<file path="config.mk">
export PLATFORM = sky130hd
export DESIGN_NAME = time_display_mux
export DESIGN_NICKNAME = d
export VERILOG_FILES = /design/src/rtl/time_display_pkg.sv /design/src/rtl/bin2bcd_seq.sv /design/src/rtl/time_display_mux.sv
export SDC_FILE = /design/constraint.sdc
export NUM_CORES = 1
export LEC_CHECK = 0
export ABC_CLOCK_PERIOD_IN_PS = 6300
export BUFFER_PORTS_ARGS = -buffer_cell sky130_fd_sc_hd__buf_2
export CAP_MARGIN = 15
export CORE_AREA = 4 4 85 87
export CTS_CLUSTER_SIZE = 24
export DETAILED_ROUTE_END_ITERATION = 12
export DIE_AREA = 0 0 89 91
export PLACE_DENSITY = 0.83
export SYNTH_ARGS = -nofsm -noshare
export SYNTH_HDL_FRONTEND = slang
export SYNTH_SLANG_ARGS = --single-unit
</file>
<file path="constraint.sdc">
create_clock -name clk -period 6.3 [get_ports clk]
set_clock_uncertainty 0.05 [all_clocks]
set_input_delay 0.945 -clock clk [delete_from_list [all_inputs] [get_ports clk]]
set_output_delay 0.945 -clock clk [all_outputs]
set_load 0.02 [all_outputs]
</file>
<file path="src/rtl/time_display_pkg.sv">
// Shared constants and types for the MM.SS display multiplexer: segment
// patterns, digit index type and the conversion FSM encoding.
package time_display_pkg;

  // Active-low {g,f,e,d,c,b,a}; a 0 bit lights that segment.
  localparam logic [6:0] SEG7_BLANK = 7'h7F;
  localparam logic [6:0] SEG7_LUT [0:9] = '{
    7'h40, 7'h79, 7'h24, 7'h30, 7'h19,
    7'h12, 7'h02, 7'h78, 7'h00, 7'h10
  };

  typedef logic [1:0] digit_idx_t;

  localparam digit_idx_t DIGIT_MIN_TENS  = 2'd3;
  localparam digit_idx_t DIGIT_MIN_UNITS = 2'd2;
  localparam digit_idx_t DIGIT_SEC_TENS  = 2'd1;
  localparam digit_idx_t DIGIT_SEC_UNITS = 2'd0;

  typedef enum logic [1:0] {
    CONV_IDLE  = 2'd0,
    CONV_SHIFT = 2'd1,
    CONV_DONE  = 2'd2
  } conv_state_t;

  function automatic logic [6:0] seg7_encode(input logic [3:0] nibble);
    logic [6:0] pattern;
    pattern = SEG7_BLANK;
    if (nibble <= 4'd9) begin
      pattern = SEG7_LUT[nibble];
    end
    return pattern;
  endfunction

endpackage

</file>
<file path="src/rtl/bin2bcd_seq.sv">
// Sequential double-dabble converter: SIZE-bit binary to two BCD digits.
// done rises SIZE+2 cycles after start and holds until the next start.
module bin2bcd_seq
  import time_display_pkg::*;
#(
  parameter int SIZE = 6
) (
  input  logic            clk,
  input  logic            rst,
  input  logic            start,
  input  logic [SIZE-1:0] bin,
  output logic [3:0]      tens,
  output logic [3:0]      units,
  output logic            done
);

  localparam int IW = $clog2(SIZE + 1);

  conv_state_t     state_q, state_d;
  logic [SIZE-1:0] bin_q, bin_d;
  logic [7:0]      bcd_q, bcd_d;
  logic [IW-1:0]   iter_q, iter_d;
  logic [7:0]      bcd_adj;

  always_comb begin
    bcd_adj[3:0] = (bcd_q[3:0] >= 4'd5) ? bcd_q[3:0] + 4'd3 : bcd_q[3:0];
    bcd_adj[7:4] = (bcd_q[7:4] >= 4'd5) ? bcd_q[7:4] + 4'd3 : bcd_q[7:4];
  end

  // A start seen in DONE behaves as DONE->IDLE->SHIFT in one step, so every
  // frame's conversion has the same latency. The SHIFT pass with
  // iter_q == SIZE is a settle cycle that performs no shift.
  always_comb begin
    state_d = state_q;
    bin_d   = bin_q;
    bcd_d   = bcd_q;
    iter_d  = iter_q;
    case (state_q)
      CONV_IDLE, CONV_DONE: begin
        if (start) begin
          bin_d   = bin;
          bcd_d   = '0;
          iter_d  = '0;
          state_d = CONV_SHIFT;
        end
      end
      CONV_SHIFT: begin
        if (iter_q == IW'(SIZE)) begin
          state_d = CONV_DONE;
        end else begin
          bcd_d  = {bcd_adj[6:0], bin_q[SIZE-1]};
          bin_d  = bin_q << 1;
          iter_d = iter_q + 1'b1;
        end
      end
      default: state_d = CONV_IDLE;
    endcase
  end

  always_ff @(posedge clk) begin
    if (rst) begin
      state_q <= CONV_IDLE;
      bin_q   <= '0;
      bcd_q   <= '0;
      iter_q  <= '0;
    end else begin
      state_q <= state_d;
      bin_q   <= bin_d;
      bcd_q   <= bcd_d;
      iter_q  <= iter_d;
    end
  end

  assign tens  = bcd_q[7:4];
  assign units = bcd_q[3:0];
  assign done  = (state_q == CONV_DONE);

endmodule

</file>
<file path="src/rtl/time_display_mux.sv">
// Four-digit MM.SS multiplexed 7-segment driver. Optional 00:00 blinking is
// enabled by defining TIME_DISPLAY_BLINK_EN.
module time_display_mux
  import time_display_pkg::*;
#(
  parameter int SIZE        = 6,
  parameter int REFRESH_DIV = 12500
`ifdef TIME_DISPLAY_BLINK_EN
  ,
  parameter int BLINK_DIV   = 25000000
`endif
) (
  input  logic            clk,
  input  logic            rst,
  input  logic [SIZE-1:0] min_in,
  input  logic [SIZE-1:0] seg_in,
  output logic [3:0]      an,
  output logic [6:0]      seg,
  output logic            dp
);

  localparam int CW = $clog2(REFRESH_DIV);

  logic [CW-1:0]     cnt_q, cnt_d;
  digit_idx_t        idx_q, idx_d;
  logic [2*SIZE-1:0] snap_q, snap_d;
  logic [15:0]       bcd_q, bcd_d;
  logic              valid_q, valid_d;
  logic [3:0]        an_q, an_d;
  logic [6:0]        seg_q, seg_d;
  logic              dp_q, dp_d;

  logic              dwell_wrap;
  logic              frame_start;
  logic [3:0]        min_tens, min_units, sec_tens, sec_units;
  logic              min_done, sec_done, conv_done;
  logic [3:0]        nibble;
  logic              lit;
  logic              blink_blank;

  assign dwell_wrap  = (cnt_q == CW'(REFRESH_DIV - 1));
  // Index 3 with a fresh dwell is both the post-reset cycle and every 0->3 wrap.
  assign frame_start = (idx_q == DIGIT_MIN_TENS) && (cnt_q == '0);

  always_comb begin
    cnt_d  = dwell_wrap ? '0 : cnt_q + 1'b1;
    idx_d  = dwell_wrap ? idx_q - 1'b1 : idx_q;
    snap_d = frame_start ? {min_in, seg_in} : snap_q;
  end

  bin2bcd_seq #(.SIZE(SIZE)) u_min_conv (
    .clk   (clk),
    .rst   (rst),
    .start (frame_start),
    .bin   (snap_d[2*SIZE-1:SIZE]),
    .tens  (min_tens),
    .units (min_units),
    .done  (min_done)
  );

  bin2bcd_seq #(.SIZE(SIZE)) u_sec_conv (
    .clk   (clk),
    .rst   (rst),
    .start (frame_start),
    .bin   (snap_d[SIZE-1:0]),
    .tens  (sec_tens),
    .units (sec_units),
    .done  (sec_done)
  );

  assign conv_done = min_done && sec_done;

  always_comb begin
    bcd_d   = conv_done ? {min_tens, min_units, sec_tens, sec_units} : bcd_q;
    valid_d = valid_q || conv_done;
  end

`ifdef TIME_DISPLAY_BLINK_EN
  localparam int BW = $clog2(BLINK_DIV);

  logic [BW-1:0] blink_cnt_q, blink_cnt_d;
  logic          blink_phase_q, blink_phase_d;
  logic          snap_zero;

  assign snap_zero = (snap_q == '0);

  // Phase 0 shows the digits, phase 1 darkens them; a nonzero time restarts it.
  always_comb begin
    blink_cnt_d   = '0;
    blink_phase_d = 1'b0;
    if (snap_zero) begin
      if (blink_cnt_q == BW'(BLINK_DIV - 1)) begin
        blink_cnt_d   = '0;
        blink_phase_d = ~blink_phase_q;
      end else begin
        blink_cnt_d   = blink_cnt_q + 1'b1;
        blink_phase_d = blink_phase_q;
      end
    end
  end

  always_ff @(posedge clk) begin
    if (rst) begin
      blink_cnt_q   <= '0;
      blink_phase_q <= 1'b0;
    end else begin
      blink_cnt_q   <= blink_cnt_d;
      blink_phase_q <= blink_phase_d;
    end
  end

  assign blink_blank = snap_zero && blink_phase_q;
`else
  assign blink_blank = 1'b0;
`endif

  always_comb begin
    case (idx_q)
      DIGIT_MIN_TENS:  nibble = bcd_q[15:12];
      DIGIT_MIN_UNITS: nibble = bcd_q[11:8];
      DIGIT_SEC_TENS:  nibble = bcd_q[7:4];
      DIGIT_SEC_UNITS: nibble = bcd_q[3:0];
      default:         nibble = bcd_q[3:0];
    endcase
  end

  // The first two cycles of every dwell stay dark so the previous digit's
  // segments never bleed onto the newly selected anode.
  always_comb begin
    lit  = valid_q && (cnt_q >= CW'(2)) && !blink_blank;
    an_d = 4'b1111;
    seg_d = SEG7_BLANK;
    dp_d = 1'b1;
    if (lit) begin
      an_d  = ~(4'b0001 << idx_q);
      seg_d = seg7_encode(nibble);
      dp_d  = (idx_q != DIGIT_MIN_UNITS);
    end
  end

  always_ff @(posedge clk) begin
    if (rst) begin
      cnt_q   <= '0;
      idx_q   <= DIGIT_MIN_TENS;
      snap_q  <= '0;
      bcd_q   <= '0;
      valid_q <= 1'b0;
      an_q    <= 4'b1111;
      seg_q   <= SEG7_BLANK;
      dp_q    <= 1'b1;
    end else begin
      cnt_q   <= cnt_d;
      idx_q   <= idx_d;
      snap_q  <= snap_d;
      bcd_q   <= bcd_d;
      valid_q <= valid_d;
      an_q    <= an_d;
      seg_q   <= seg_d;
      dp_q    <= dp_d;
    end
  end

  assign an  = an_q;
  assign seg = seg_q;
  assign dp  = dp_q;

endmodule
</file>
# Word level (Yosys, flattened, before mapping)
# Memory sizes are Yosys's and may differ from the RTL's. A register that Yosys moved wholly into a read port is not among the register bits.
# Index checks and enable logic that the tools add are counted.
# word_totals
reg_bits	88
mem_bits_ro	112
in_bits	14
memories	1
# mem_list
memory	depth	word_bits	read_ports	rd_ports_with_merged_regs	wr	line	text
(name not given)	16	7	1	1	0	time_display_pkg.sv:29	pattern = SEG7_LUT[nibble];
# classes
addsub	8
n_lt_le_gt_ge	6
n_eq_ne	17
shift	1
muxes	27
bitwise_logic	4
reduce_logical	19
# op_table
cell	n
$pmux W8 S2	2
$mux W6	4
$mux W8	3
$pmux W6 S2	2
$ge A4 B3 Y1 const B	4
$pmux W4 S4	1
$mux W3	5
$add A14 B1 Y14 const B	1
$eq A14 B14 Y1 const B	1
$ge A14 B2 Y1 const B	1
$logic_not A14 Y1	1
$mux W12	1
$pmux W3 S2	2
$ne A2 B2 Y1 const B	5
$add A4 B2 Y4 const B	2
$eq A2 B2 Y1 const B	4
$mux W4	2
$pmux W2 S2	2
$reduce_or A2 Y1	4
$add A3 B1 Y3 const B	2
$add A3 B2 Y3 const B	2
$eq A2 B1 Y1 const B	3
$eq A3 B3 Y1 const B	2
$logic_not A2 Y1	3
other kinds (14)	23

# Depth between registers and ports, before layout
# Gate-level depths: netlist of run 1.
# logic_depth
word_depth	5
mapped_depth	11

# By module
# Synthesis of run 1 repeated with hierarchy kept, for this count alone.
# unflattened
hier_cells	508
area_unflattened_um2	4435.5
# by_module_without_submodules
module	instances	cells_each	area_each_um2
time_display_mux	1	296	2443.6
bin2bcd_seq	2	106	996.0

# Worst setup path after synthesis of run 1
# Ideal clock, no wire load.
# synth_path
kind	flip-flop to flip-flop
start	register idx_q[0]
end	register seg_q[3] (netlist: seg[3])
setup_time_ns	0.122
arrival_ns	1.977
setup_slack_ns	4.151
path_stages_with_launch	11
path_buffers	0
path_cell_list	dfxtp_1 inv_1 ha_1 a222oi_1 nand2_1 o21ai_0 ha_1 nor2_1 o21ai_0 o311a_1 o21ai_0
# synth_between
elab_chain_cells	5
elab_cells_between_ends	9
cone_classes	order compare: 1; eq/ne: 3; mux: 1; bitwise: 2; reduce/logical: 2
# synth_rtl
element	line	text
start, declared	time_display_mux.sv:25	digit_idx_t idx_q, idx_d;
start signal, assigned	time_display_mux.sv:153	idx_q <= idx_d;
$eq A2 B1 Y1, or another cell as far along	time_display_mux.sv:118	case (idx_q)
$pmux W4 S4 *	time_display_mux.sv:118	
$le A4 B4 Y1	time_display_pkg.sv:28	if (nibble <= 4'd9) begin
$not A1 Y1 (no line)	n/a	
$reduce_or A3 Y1 (no line)	n/a	
end, declared	time_display_mux.sv:30	logic [6:0] seg_q, seg_d;
# Every way passes the cells marked *; elsewhere a longest branch is shown, timed or not.
# A chain may end at the register's enable or synchronous reset.

# Final worst setup path of run 1
# Ends and elaborated chain as after synthesis.

==> results.md, run 1 <==
Clocking:
- The post-cts resize count is 0.
- TritonCTS built the clock tree.
- No sink is reached through more buffers than the 2 on the longest clock path.
- For this design, the sink count on the clock tree is 92.
- The clock input transition at the sequential cells of the worst setup and hold paths is around 0.090 ns.
- The H-tree was split into 3 levels.
- The buffer type at the clock tree root is sky130_fd_sc_hd__clkbuf_8.
- The clock reaches the later pin of the worst-skew pair after 0.36 ns.
- The number of buffers inserted by hold repair at cts is 0.
- The count of buffers added by post-CTS timing repair for setup is 0.
- The number of CTS-inserted buffers is 9.

Detailed routing:
- In the routed layout, each cell is associated on average with a via count of 5.701.
- Summing over every cut layer, the via total after detailed routing is approximately 3.3k.
- The wire length per cell after detailed routing is between 10 and 15 um.
- Before antenna repair, the detailed router went through 6 iterations.
- The antenna violation net count after detailed routing is 0.
- The total detailed-routing wirelength is slightly below 8 mm.
- After detailed routing, the number of remaining DRC violations is 0.
- The number of violations reported at the end of detailed-routing iteration 0 is approximately 190.

Yosys:
- The post-synthesis sequential area ratio is 44.44%.
- The synthesized netlist occupies a cell area of 4144 um^2.
- The number of enable flip-flop cells after synthesis is 0.
- For this run, the leading register cell type out of synthesis is sky130_fd_sc_hd__dfxtp_1.
- Synthesis inferred ~90 register bits.
- Counting every instance in the synthesized netlist gives between 400 and 500.
- For this run, the number of Yosys warnings is 0.
- The number of nets handed over by synthesis was 520.
- The post-synthesis average cell area is approximately 8.6 um^2.
- The share of synthesized flip-flops with an asynchronous set or reset is 0%.
- After synthesis, the netlist uses between 40 and 50 different library cells.

Cells and area:
- Registers take 1842 um^2.
- In the layout the commonest cells are sky130_fd_sc_hd__dfxtp_1, sky130_fd_sc_hd__nand2_1, sky130_fd_sc_hd__nor2_1.
- Leaving out fill and tap cells, the most frequent cell in the layout is sky130_fd_sc_hd__dfxtp_1.
- 0 antenna diodes ended up in the layout.
- Fill cells in the final layout number around 500.
- At the end of the flow, the number of nets in the layout was 534.
- The area growth from synthesis to layout is 8.847%.
- The proportion of layout cells with a drive suffix above 1 is under 10%.
- The area of the multi-input gates is approximately 2100 um^2.

Global route:
- The aggregate global routing overflow is 0.
- The initial antenna violation count is 0.
- Entering global routing, the biggest net connects 70 pins.
- Global routing used between 20% and 30% of the available tracks.
- The wire length of the first global-routing pass is about 13 mm.
- The number of global-route vias before repair is between 3k and 4k.

Setup path:
- The worst setup path is captured at a flip-flop.
- The start point of the critical path is idx_q[0].
- STA classifies the critical path startpoint as a flip-flop.
- Data on the critical path is required at its endpoint by ~6.5 ns.
- The startpoint of the worst register-to-register path is idx_q[0].
- For the worst flop-to-flop path, the logic depth is 10.
- The data arrival time of the worst path is 2.74 ns.
- The worst flop-to-flop path endpoint is seg[3].
- The setup slack on the worst flop-to-flop path is about 3.8 ns.
- The timing endpoint of the critical path is seg[3].
- Along the worst path, the maximum fanout reaches 5.
- The critical path in this run is classified as flip-flop to flip-flop.

STA:
- Setup repair after global routing left no endpoint under its margin.
- Derived from the worst setup path, the maximum achievable clock frequency is about 400 MHz.
- Dividing the final minimum period by the clock period gives around two fifths.
- At the pin with the least slew margin, the transition time is 0.9800 ns.
- The hold violation total from the final report came to 0.
- Setup violations remaining at the end of the flow were counted as 0.
- The minimum clock period is around 2.5 ns.
- The headroom to the max-slew limit is approximately a third.
- For the final routed database, the setup TNS stands at 0 ns.
- The final max-slew violation count is 0.

Min path:
- The number of stages on the worst hold path is 2.
- In this run the worst hold path is classified as flip-flop to flip-flop.

Floorplanning:
- The floorplan step defined a die boundary enclosing approximately 8100 um^2.
- The top-level port count is 26.
- The initial utilization of the core area, before any placement, comes to around two thirds.
- From left edge to right edge, the die measures 89 um.
- The floorplan has 29 rows.
- The y dimension of the die is roughly 90 um.
- In this run the standard cell core region covers around 6300 um^2.

Pwr:
- VDD sags by at most about 200 uV.
- In this run the static leakage power is approximately 1.8 nW.
- The total power per unit cell area is about 260 nW/um^2.
- The power after layout is around 1.2 mW.

Placed design:
- The half-perimeter wire length after placement is between 5 and 6 mm.
- In this run the tool buffered the top-level ports with 25 buffer cells.
- Routability-driven placement finished with a final weighted congestion of between 0.8 and 0.9.

Flow run:
- The count of maximum capacitance violations is 0.

Outcome:
- The run finished with clean final reports.
[Yosys cell counts, types with 3 or more instances]
library cell               count  share of area (%)
sky130_fd_sc_hd__a211o_1      10                2.1
sky130_fd_sc_hd__nand2b_1      7                1.1
sky130_fd_sc_hd__nor3_1        4               0.48
sky130_fd_sc_hd__nor2_1       57                5.2
sky130_fd_sc_hd__and4_1        3               0.63
sky130_fd_sc_hd__and3_1        6               0.91
sky130_fd_sc_hd__nor3b_1       4               0.72
sky130_fd_sc_hd__buf_2         5               0.60
sky130_fd_sc_hd__ha_1         24                7.2
sky130_fd_sc_hd__nand4_1       6               0.91
sky130_fd_sc_hd__nand2_1      73                6.6
sky130_fd_sc_hd__nor2b_1       3               0.45
sky130_fd_sc_hd__clkbuf_1     16                1.4
sky130_fd_sc_hd__buf_4         3               0.54
sky130_fd_sc_hd__xor2_1       10                2.1
sky130_fd_sc_hd__xnor2_1      10                2.1
sky130_fd_sc_hd__a21oi_1      50                6.0
sky130_fd_sc_hd__a21o_1        4               0.72
sky130_fd_sc_hd__inv_1        21                1.9
sky130_fd_sc_hd__nand3_1      13                1.6
sky130_fd_sc_hd__a222oi_1      4               0.97
sky130_fd_sc_hd__a22oi_1       4               0.72
sky130_fd_sc_hd__o21ai_0      13                1.6
sky130_fd_sc_hd__dfxtp_1      92                 44
sky130_fd_sc_hd__mux2i_1      15                3.6
[metrics by stage]
step / instances / instance area (um^2) / setup WS (ns) / hold slack (ns) / utilization, %
6_report: 578 / 4511 / 3.769 / 0.4081 / 71.03
5_1_grt: 578 / 4511 / 3.406 / 0.4311 / 71.03
4_1_cts: 577 / 4483 / 3.764 / 0.4092 / 70.60
3_5_place_dp: 561 / 4265 / 3.762 / 0.3967 / 67.17
3_3_place_gp: 561 / 4265 / 3.768 / 0.3920 / 67.17
2_1_floorplan: 482 / 4144 / 4.151 / 0.3823 / -
[where the power goes]
group | internal, mW | total, mW | switching, mW
Clock | 0.234 | 0.433 | 0.199
Combinational | 0.0492 | 0.134 | 0.0845
Sequential | 0.606 | 0.619 | 0.0138
[flip-flops by register name (all words and copies together), names as in the netlist, 3 cells and up]
| signal | cells |
|---|---|
| an | 3 |
| bcd_q | 16 |
| cnt_q | 14 |
| seg | 7 |
| snap_q | 10 |
| u_min_conv.bcd_q | 8 |
| u_min_conv.bin_q | 6 |
| u_min_conv.iter_q | 3 |
| u_sec_conv.bcd_q | 8 |
| u_sec_conv.bin_q | 6 |
| u_sec_conv.iter_q | 3 |
[layout make-up]
cell class | count | area share, %
Timing Repair Buffer | 27 | 3.551
Clock inverter | 4 | 1.609
Inverter | 23 | 1.914
Multi-Input combinational cell | 343 | 46.74
Sequential cell | 92 | 40.83
Clock buffer | 12 | 3.218
Tap cell | 77 | 2.136
[worst max-delay path, stage by stage (launching register included)]
cell and delay (ns):
sky130_fd_sc_hd__dfxtp_1 0.43, sky130_fd_sc_hd__inv_1 0.09, sky130_fd_sc_hd__ha_1 0.28, sky130_fd_sc_hd__a222oi_1 0.43
sky130_fd_sc_hd__nand2_1 0.09, sky130_fd_sc_hd__o21ai_0 0.19, sky130_fd_sc_hd__ha_1 0.28, sky130_fd_sc_hd__nor2_1 0.06
sky130_fd_sc_hd__o21ai_0 0.22, sky130_fd_sc_hd__o311a_1 0.23, sky130_fd_sc_hd__o21ai_0 0.08
[kinds of logic (layout without fill, tap and decap cells)]
| logic type | Yosys count | count (layout) | synth area share [%] |
|---|---|---|---|
| AO/OA/AOI/OAI | 95 | 95 | 14.22 |
| XOR/XNOR | 20 | 20 | 4.227 |
| adder cells (fa/ha/maj) | 24 | 24 | 7.246 |
| buffers and inverters | 47 | 66 | 4.680 |
| flip-flops | 92 | 92 | 44.44 |
| multiplexers | 16 | 16 | 3.895 |
| AND/OR/NAND/NOR | 188 | 188 | 21.29 |
[worst min-delay path by stage]
stage / end / slack (ns) / from
finish: u_min_conv.bin_q[3] / 0.41 / u_min_conv.bin_q[3]
global route: u_min_conv.bin_q[3] / 0.43 / u_min_conv.bin_q[3]
CTS: u_min_conv.bin_q[2] / 0.41 / u_min_conv.bin_q[2]
detailed placement: u_min_conv.bin_q[2] / 0.40 / u_min_conv.bin_q[2]
global placement: valid_q / 0.39 / valid_q
floorplan: valid_q / 0.38 / valid_q
[routing by layer]
metal / wire length [um] / global-route usage, % / part of all wire (%)
met1: 3495 / 25.18 / 44
met2: 3824 / 33.29 / 49
met3: 334 / 3.439 / 4.2
met4: 205 / 11.04 / 2.6
met5: 0 / 0 / 0
Power figures use the tool's default switching activity.
==> run 2: changes to the inputs <==
--- a/config.mk
+++ b/config.mk
@@ -5,14 +5,15 @@
 export SDC_FILE = /design/constraint.sdc
 export NUM_CORES = 1
 export LEC_CHECK = 0
-export ABC_CLOCK_PERIOD_IN_PS = 6300
+export ABC_AREA = 1
+export ABC_CLOCK_PERIOD_IN_PS = 2220
 export BUFFER_PORTS_ARGS = -buffer_cell sky130_fd_sc_hd__buf_2
 export CAP_MARGIN = 15
-export CORE_AREA = 4 4 85 87
+export CORE_AREA = 4 4 96 98
 export CTS_CLUSTER_SIZE = 24
 export DETAILED_ROUTE_END_ITERATION = 12
-export DIE_AREA = 0 0 89 91
-export PLACE_DENSITY = 0.83
+export DIE_AREA = 0 0 100 102
+export PLACE_DENSITY = 0.75
 export SYNTH_ARGS = -nofsm -noshare
 export SYNTH_HDL_FRONTEND = slang
 export SYNTH_SLANG_ARGS = --single-unit
==> constraint.sdc (replaced) <==
create_clock -name clk -period 2.22 [get_ports clk]
set_clock_uncertainty 0.05 [all_clocks]
set_input_delay 0.333 -clock clk [delete_from_list [all_inputs] [get_ports clk]]
set_output_delay 0.333 -clock clk [all_outputs]
set_load 0.02 [all_outputs]
==> run 2 against run 1 <==
  * Synthesized cell count is 31% higher
  * Combinational power grew to 4.6 times the previous value
  * Total power grew to 2.9 times the previous value
  * Critical endpoint is now seg[6]
==> results.md, run 2 <==
Pwr:
- The combinational group share of total power is 17.6% (+6.3 points).
- The share of total power in the clock network is 29.6% (-6.9 points).
- The total power per unit cell area is 710.8 nW/um^2 (+170%).
- The internal power was 2.385 mW (+170%).
- The sequential cell fraction of total power is 52.8% (+0.6 points).
- The maximum VDD drop is 407.5 uV (+110%).
- The net switching power of the design is 1.100 mW (+270%).
- The net switching fraction of the power is 31.56% (+6.5 points).
- The leakage power figure is 2.244 nW (+27%).

Yosys:
- The post-synth net total is 668 (+28%).
- The post-synthesis sequential area ratio is 40.79% (-3.7 points).
- The share of synthesized flip-flops with an asynchronous set or reset was 0% (unchanged).
- The dominant cell by count in the synthesized netlist is sky130_fd_sc_hd__nand2_1.
- The yosys synthesis warning count came to 0 (unchanged).
- The post-synthesis cell area is 4516 um^2 (+9.0%).
- The number of unique standard cell types used by synthesis is 39 (-15%).
- The number of enable flip-flop cells after synthesis is 0 (unchanged).
- The cell count after synthesis is 630 (+31%).
- The most used flip-flop cell after synthesis is sky130_fd_sc_hd__dfxtp_1.
- The post-synthesis sequential element count is 92 (unchanged).
- The post-synthesis average cell area is 7.168 um^2 (-17%).
- The cell type with the largest total area after synthesis is sky130_fd_sc_hd__dfxtp_1.
- The commonest cells after synthesis are sky130_fd_sc_hd__nand2_1, sky130_fd_sc_hd__dfxtp_1, sky130_fd_sc_hd__nor2_1, sky130_fd_sc_hd__inv_1, sky130_fd_sc_hd__nand3_1.
- By area the synthesized netlist is led by sky130_fd_sc_hd__dfxtp_1, sky130_fd_sc_hd__nand2_1, sky130_fd_sc_hd__nand3_1.
- The share of Yosys cell area claimed by the top area cell type is 40.79% (-3.7 points).

Global route:
- The total global routing track utilization is 18.29% (-2.1 points).
- The aggregate global routing overflow is 0 (unchanged).
- The initial antenna violation count is 0 (unchanged).
- The largest net degree at the start of global routing came to 26 (-63%).
- The number of global-route vias before repair was 3604 (+14%).
- The wire length of the first global-routing pass is 15.57 mm (+16%).

Detailed routing:
- The number of DRC violations after detailed routing is 0 (unchanged).
- The total detailed-routing wirelength was 8.760 mm (+11%).
- The iteration count of the initial detailed-routing pass was 4 (-2).
- The number of violations reported at the end of detailed-routing iteration 0 is 165 (-11%).
- The antenna violation net count after detailed routing was 0 (unchanged).
- The vias after detailed routing is 3819 (+16%).
- The wire length per cell after detailed routing came to 11.42 um (-16%).
- The via-per-instance ratio was 4.979 (-13%).

STA:
- The minimum clock period is 1.997 ns (-0.5341 ns).
- Setup repair after global routing left no endpoint under its margin.
- The slew at the pin closest to its max-slew limit is 0.6175 ns (-0.3625 ns).
- The worst hold-check slack is 0.1892 ns (-0.2189 ns).
- The part of the cycle the worst path needs is 89.94% (+50 points).
- The final number of setup-violating endpoints is 0 (unchanged).
- The aggregate negative setup slack is 0 ns (unchanged).
- The headroom to the max-slew limit is 58.79% (+24 points).
- The hold violation total from the final report is 0 (unchanged).
- The final max-slew violation count is 0 (unchanged).
- The fmax is 500.8 MHz (+27%).

Cells and area:
- Leaving out fill and tap cells, the most frequent cells in the layout are sky130_fd_sc_hd__nand2_1, sky130_fd_sc_hd__dfxtp_1, sky130_fd_sc_hd__nor2_1.
- The final non-filler cell area is 4902 um^2 (+8.7%).
- The library cell used most frequently in the layout, excluding fill and tap cells, is sky130_fd_sc_hd__nand2_1.
- The proportion of layout cells with a drive suffix above 1 was 11.99% (+2.2 points).
- The area growth from synthesis to layout is 8.562%.
- The largest registers in the layout are bcd_q (16), cnt_q (14), snap_q (10).
- The total number of nets in the final design is 692 (+30%).
- The flip-flop count of the largest register after layout is 16 (unchanged).
- The total inserted antenna cells is 0 (unchanged).
- The register name with the most flops is bcd_q.

Setup path:
- The data arrival time of the worst path is 2.18 ns (-0.56 ns).
- The category of the most critical setup path is flip-flop to flip-flop.
- The launching element type of the critical path is a flip-flop.
- The category of the worst setup path capture point is a flip-flop.
- The critical-path maximum fanout was 7 (+2).
- The worst endpoint required time is 2.40 ns (-4.11 ns).

Placed design:
- The half-perimeter wire length after placement was 6.281 mm (+23%).
- The last weighted congestion value of the routability-driven placer came to 0.8198 (-2.0%).
- The number of buffers inserted by port buffering came to 25 (unchanged).
- The total cell area at the placement stage is 4710 um^2 (+10%).

Min path:
- The worst hold path belongs to the class input port to flip-flop.

Clocking:
- The largest buffer count on any clock path is 2 (unchanged).
- The number of buffers inserted by hold repair at cts is 0 (unchanged).
- The clock input transition at the sequential cells of the worst setup and hold paths is 0.10 ns (about the same).
- The root buffer cell chosen for the clock tree is sky130_fd_sc_hd__clkbuf_8.
- The insertion delay of the later-clocked pin in the worst-skew pair was 0.36 ns (about the same).
- TritonCTS built the clock tree.
- The count of H-tree levels built during CTS is 3 (unchanged).
- The number of CTS-inserted buffers is 9 (unchanged).
- The number of sinks driven by the clock tree came to 92 (unchanged).

Floorplanning:
- The initial cell density of the core is 53.34% (-12 points).
- The floorplan die area is 10200 um^2 (+26%).
- The row count is 34 (+17%).
- The core region area was 8466 um^2 (+33%).
- The die extent in x was 100 um (+12%).
- The y dimension of the die is 102 um (+12%).
- The top-level port count is 26 (unchanged).

Outcome:
- The flow ran to the end, and the final reports show no timing, DRC or antenna violations.

Flow run:
- The count of maximum capacitance violations was 0 (unchanged).
[run 2: cell count changes after synthesis, moves of 15 or more]
cell / change
sky130_fd_sc_hd__a21oi_1: -19
sky130_fd_sc_hd__inv_1: +47
sky130_fd_sc_hd__mux2i_1: -15
sky130_fd_sc_hd__nand2_1: +94
sky130_fd_sc_hd__nand3_1: +48
sky130_fd_sc_hd__o21ai_0: +23
[run 2: power by group through the flow]
stage,Clock [mW],Sequential [mW],Combinational [mW]
floorplan,0,1.86,0.511
CTS,1.06,1.84,0.619
global route,1.13,1.86,0.720
finish,1.03,1.84,0.613
detailed placement,0,1.88,0.615
global placement,0,1.87,0.596
[run 2: metal layers]
metal,share of wire [%],global-route usage (%)
met1,49,23.50
met2,47,30.79
met3,3.0,3.140
met4,1.3,7.254
met5,0,0
[run 2: timing repair]
| action | CTS | global route |
|---|---|---|
| buffers inserted | 0 | 1 |
| pin swaps | 0 | 2 |
| gates cloned | 0 | 0 |
| resized for setup | 1 | 4 |
| endpoints found under the setup margin | 7 | 7 |
[run 2: cells by family (layout without fill, tap and decap cells)]
kind of cell             count (synthesis)  after routing  synth area share (%)
flip-flops                              92             92                 40.79
XOR/XNOR                                 6              6                 1.164
AO/OA/AOI/OAI                           88             88                 10.81
buffers and inverters                   95            124                 8.700
AND/OR/NAND/NOR                        325            325                 31.89
adder cells (fa/ha/maj)                 24             24                 6.650
[run 2: path summary, 6_finish.rpt]
kind / start / end / slack, ns / cells after the start
worst max-delay path: idx_q[0] / seg[6] / 0.22 / 8
worst min-delay path: seg_in[0] / u_sec_conv.bin_q[0] / 0.19 / 3
worst max register to register: idx_q[0] / seg[6] / 0.22 / 8
worst min register to register: bcd_q[15] / bcd_q[15] / 0.41 / 2
[run 2: worst max-delay path, cell delays in order, from the launching register on]
cell and delay (ns):
sky130_fd_sc_hd__dfxtp_2 0.38, sky130_fd_sc_hd__inv_1 0.09, sky130_fd_sc_hd__ha_2 0.22, sky130_fd_sc_hd__a22o_1 0.25
sky130_fd_sc_hd__o21ai_2 0.19, sky130_fd_sc_hd__ha_1 0.22, sky130_fd_sc_hd__o21ai_0 0.10, sky130_fd_sc_hd__a21oi_2 0.29
sky130_fd_sc_hd__nand2_1 0.09
[run 2: stage by stage]
stage | setup slack [ns] | power, mW | instances | util, %
after floorplan | 0.2008 | 2.368 | 630 | -
after global placement | 0.04614 | 2.467 | 750 | 55.63
after detailed placement | -0.08809 | 2.491 | 750 | 55.63
after CTS | 0.01641 | 3.519 | 766 | 57.72
after global routing | 0.007647 | 3.703 | 767 | 57.91
final | 0.2234 | 3.484 | 767 | 57.91
[run 2: layout make-up]
cell class | instances | area, um^2
sequential | 92 | 1844
clock buffer | 10 | 127.6
multi-input combinational | 443 | 2287
tap | 108 | 135.1
timing repair buffer | 31 | 170.2
inverter | 77 | 289.0
clock inverter | 6 | 48.80
fill | 776 | 3563
